**config.mk**
```make
export PLATFORM = sky130hd
export DESIGN_NAME = mux21_rr_arbiter
export DESIGN_NICKNAME = d
export VERILOG_FILES = /design/src/rtl/mux21_rr_arbiter.sv
export SDC_FILE = /design/constraint.sdc
export NUM_CORES = 1
export LEC_CHECK = 0
export CORE_UTILIZATION = 37
export CTS_CLUSTER_DIAMETER = 80
export DETAILED_ROUTE_END_ITERATION = 8
export PLACE_DENSITY_LB_ADDON = 0.1
export REMOVE_ABC_BUFFERS = 1
export SETUP_SLACK_MARGIN = 0.4
export SLEW_MARGIN = 10
export SYNTH_ARGS = -nofsm -noshare
export SYNTH_HDL_FRONTEND = slang
export SYNTH_SLANG_ARGS = --single-unit
```
**constraint.sdc**
```tcl
create_clock -name clk -period 1.7 [get_ports clk]
set_input_delay 0.34 -clock clk [delete_from_list [all_inputs] [get_ports clk]]
set_output_delay 0.34 -clock clk [all_outputs]
set_load 0.1 [all_outputs]
```
**src/rtl/mux21_rr_arbiter.sv**
```systemverilog
// mux21_rr_arbiter: round-robin sharing of one 2:1 mux between two bursting requesters; `define ARB_TIMEOUT_EN to revoke stalled grants.
// Latency: gnt one cycle after req in IDLE; a transferred beat appears on out_data the following cycle.
// Backpressure: single output register loads when empty or draining on out_ready, otherwise holds data/last stable.
module mux21_rr_arbiter #(
  parameter int WIDTH       = 8,
  parameter int TIMEOUT_CYC = 8
) (
  input  logic             clk,
  input  logic             rst_n,
  input  logic [1:0]       req,
  input  logic [1:0]       last,
  input  logic [WIDTH-1:0] i0,
  input  logic [WIDTH-1:0] i1,
  output logic [1:0]       gnt,
  output logic             s,
  output logic             out_valid,
  output logic [WIDTH-1:0] out_data,
  output logic             out_last,
  input  logic             out_ready,
`ifdef ARB_TIMEOUT_EN
  output logic             timeout_flag,
`endif
  output logic             busy
);

  typedef enum logic {IDLE = 1'b0, BUSY = 1'b1} state_t;

  state_t state, state_nxt;
  logic   s_nxt;
  logic   ptr, ptr_nxt;
  logic   stage_free;
  logic   xfer;
  logic   timeout;

  if (TIMEOUT_CYC < 1 || TIMEOUT_CYC > 255) begin : g_timeout_range
    $error("mux21_rr_arbiter: TIMEOUT_CYC must be within 1..255");
  end

  assign stage_free = !out_valid || out_ready;

  always_comb begin
    state_nxt = state;
    s_nxt     = s;
    ptr_nxt   = ptr;
    gnt       = 2'b00;
    busy      = 1'b0;
    xfer      = 1'b0;
    case (state)
      IDLE: begin
        if (req != 2'b00) begin
          state_nxt = BUSY;
          // Contention resolved by ptr; a lone requester wins outright.
          s_nxt     = (req == 2'b11) ? ptr : req[1];
        end
      end
      BUSY: begin
        busy = 1'b1;
        gnt  = s ? 2'b10 : 2'b01;
        xfer = req[s] && stage_free;
        if ((xfer && last[s]) || timeout) begin
          ptr_nxt   = ~s;
          state_nxt = IDLE;
        end
      end
      default: state_nxt = IDLE;
    endcase
  end

  always_ff @(posedge clk or negedge rst_n) begin
    if (!rst_n) begin
      state <= IDLE;
      s     <= 1'b0;
      ptr   <= 1'b0;
    end else begin
      state <= state_nxt;
      s     <= s_nxt;
      ptr   <= ptr_nxt;
    end
  end

  // Load and drain in the same cycle keeps out_valid high for full throughput.
  always_ff @(posedge clk or negedge rst_n) begin
    if (!rst_n) begin
      out_valid <= 1'b0;
      out_data  <= '0;
      out_last  <= 1'b0;
    end else if (xfer) begin
      out_valid <= 1'b1;
      out_data  <= s ? i1 : i0;
      out_last  <= last[s];
    end else if (out_ready) begin
      out_valid <= 1'b0;
    end
  end

`ifdef ARB_TIMEOUT_EN
  logic [7:0] idle_cnt;

  assign timeout = (state == BUSY) && !req[s] && ((idle_cnt + 8'd1) == 8'(TIMEOUT_CYC));

  always_ff @(posedge clk or negedge rst_n) begin
    if (!rst_n) begin
      idle_cnt     <= 8'd0;
      timeout_flag <= 1'b0;
    end else begin
      if (state == IDLE || xfer || timeout) begin
        idle_cnt <= 8'd0;
      end else if (!req[s]) begin
        idle_cnt <= idle_cnt + 8'd1;
      end
      if (timeout) begin
        timeout_flag <= 1'b1;
      end
    end
  end
`else
  assign timeout = 1'b0;
`endif

endmodule

```
==> parameters.txt <==
Parameter                              Value

Timing
  Final Max Slew Viols    0
  Unrepaired setup endpoints after global routing    yes
  Total negative slack for setup checks    0 ns
  Slew Limit Headroom    around 62%
  Slew of the pin with the lowest slew margin    0.563 ns
  Worst Skew    0.0114 ns
  Fin. Hold Viols    0
  Maximum clock frequency    669 MHz
  Crit share post-route    between 80% and 90%
  Total of endpoints with negative setup slack in the final report    0
  Final min period    1.49 ns

Placed design
  Post-Place Cells    113
  Detailed Place HPWL    1360 um
  RePlAce Congestion    0.817
  Post-DP Area    1250 um2
  I/O Buffers    36

Setup path
  Startpoint Class    flop
  Worst Path Required    1.87 ns
  Startpoint of the worst register-to-register path    s
  Crit path capture type    flop
  Most prevalent standard cell on the critical path    sky130_fd_sc_hd__mux2_4
  Critical path's slowest cell    sky130_fd_sc_hd__dfrtp_1
  Number of buffer and inverter instances along the worst setup path    2
  Critical Path, Cell by Cell    buf_6 -> mux2_4 -> nand3_4 -> buf_12 -> mux2_4
  Highest cell delay on the worst timing path    0.41 ns
  Launch point of the worst path    s
  Type of the setup path with the least slack    reg2reg
  Critical path fanouts, max    6
  Crit path arrival time    about 1.7 ns
  Dominant delay contributor by cell family on the critical path    multiplexers

Drt
  Routed via count    ~600
  ANT nets after route    0
  DRC violations left    0
  Initial DRC count    4
  Length of the first detailed-routing pass in iterations    4
  Vias per std cell    slightly below 5
  Post-detailed-route wirelength per cell    17.5 um
  Total length of routed wires    2170 um

Layout
  Share of final-layout standard cells stronger than drive strength 1    58.0%
  Net count reported at finish    124
  Non-filler instance count after layout    124
  Area Growth Syn to Fin    110%
  Final core utilization    between 80% and 90%
  Most used cells in the layout excluding fill and tap cells    22 x sky130_fd_sc_hd__clkdlybuf4s50_1, 15 x sky130_fd_sc_hd__buf_12, 12 x sky130_fd_sc_hd__dfrtp_1
  Total of fill cells in the finished design    between 60 and 70
  Most common cell after layout, fill and taps aside    sky130_fd_sc_hd__clkdlybuf4s50_1
  Area of combinational cells with multiple inputs    about 360 um2
  Antenna fix cells    0
  Area taken by flip-flops and latches    327 um2
  Final std cell area, no fill    1390 um2

Run status
  Result of the run    complete, no violations

Synth
  Sequential fraction of the synthesis area    49.1%
  Top cells by area in the synthesized netlist    sky130_fd_sc_hd__dfrtp_1 49%, sky130_fd_sc_hd__mux2_4 18%, sky130_fd_sc_hd__mux2_2 15%
  Cell area after synthesis    approximately 660 um2
  Mean Syn Cell Area    roughly 14 um2
  Number of synthesis warnings    0
  Library cell occupying the most area in the post-synthesis netlist    sky130_fd_sc_hd__dfrtp_1
  Synth Register Bits    13
  Post-synth cell types    18
  Gate Count Post-Synth    47
  Share of the synthesized area in the top cell type    49.1%

Floorplanning
  Die ar.    slightly below 2000 um2
  Die Y    about 44 um
  I/O pin count    37
  Standard-cell rows    14
  Chip width    44.3 um
  Placeable core area    1590 um2
  Effective utilization at floorplan    41.6%

Global route
  Pin count of the biggest net entering global routing    14
  Overflow left after global routing    0
  Global-route usage over all layers    22.4%
  Via count of the first global-routing pass    around 600
  Initial antenna violation count    0
  Global-route wire length before repair    approximately 3000 um

Hold path
  Hold Crit Class    in2async

CTS
  CTS Root Cell    sky130_fd_sc_hd__clkbuf_4
  Num CTS Buffers    3
  Clock-pin slew on the worst setup and hold paths    0.09 ns
  Sinks on the clock net    13
  CTS tree    done
  Depth of the CTS H-tree    1
  Maximum clock insertion buffer count    2
  Clk Latency, worst-skew pair    0.30 ns

Run
  Max-cap violations    0
[stage by stage]
| stage | setup slack (ns) | hold slack, ns |
|---|---|---|
| after floorplan | -1.07 | 0.0444 |
| after global routing | 0.180 | 0.455 |
| after detailed placement | -0.0352 | 0.478 |
| final | 0.205 | 0.397 |
| after CTS | 0.214 | 0.426 |
| after global placement | -0.0156 | 0.481 |
[Yosys cell counts]
library cell / count
sky130_fd_sc_hd__dfrtp_1: 13
sky130_fd_sc_hd__mux2_2: 9
sky130_fd_sc_hd__mux2_4: 8
sky130_fd_sc_hd__nand2_1: 2
sky130_fd_sc_hd__nand2b_1: 2
sky130_fd_sc_hd__a21bo_2: 1
sky130_fd_sc_hd__a21oi_1: 1
sky130_fd_sc_hd__a31oi_1: 1
sky130_fd_sc_hd__and2_1: 1
sky130_fd_sc_hd__buf_2: 1
sky130_fd_sc_hd__buf_6: 1
sky130_fd_sc_hd__inv_1: 1
sky130_fd_sc_hd__mux2_1: 1
sky130_fd_sc_hd__nand3_2: 1
sky130_fd_sc_hd__nand4_1: 1
sky130_fd_sc_hd__nor2_1: 1
sky130_fd_sc_hd__o2bb2ai_1: 1
sky130_fd_sc_hd__o31a_1: 1
[path summary, 6_finish.rpt]
kind	cells after the start	endpoint	slack, ns
setup reg to reg	5	out_data[3]	0.21
setup / recovery	5	out_data[3]	0.21
max in group asynchronous	1	state	0.91
min in group clk	1	ptr	0.53
hold / removal	1	out_data[7]	0.40
hold reg to reg	1	ptr	0.53
[repair_timing]
action / 4_1_cts / 5_1_grt
hold buffers: 0 / 0
setup endpoints to repair: 14 / 16
pin swaps: 2 / 3
gates resized for setup: 12 / 4
buffers inserted: 5 / 2
[per-layer routing]
metal	wire [um]	up-vias	track usage (%)
met5	0	-	0
met4	28	0	10.9
met3	106	5	6.12
met2	1180	25	38.2
met1	858	298	25.7
li1	-	274	-
[layout make-up]
cell class                 count  share of cell area, %
timing repair buffer          51                   46.5
multi-input combinational     31                   25.8
sequential                    13                   23.4
tap                           24                   2.15
clock buffer                   4                   1.89
inverter                       1                  0.269
[cells by family after synthesis]
kind of cell | after synthesis | share of synthesized area (%)
mux | 18 | 35.1
simple gates | 8 | 6.98
buf+inv | 3 | 3.02
flops | 13 | 49.1
compound gates | 5 | 5.85
[sequential cells by signal (all words and copies together), names as in the netlist]
name       cells
out_valid      1
s              1
out_last       1
out_data       8
ptr            1
state          1
Power is left out: the tool's default activity adds up to more than one toggle a clock period on the data nets, which glitch-free logic cannot reach.
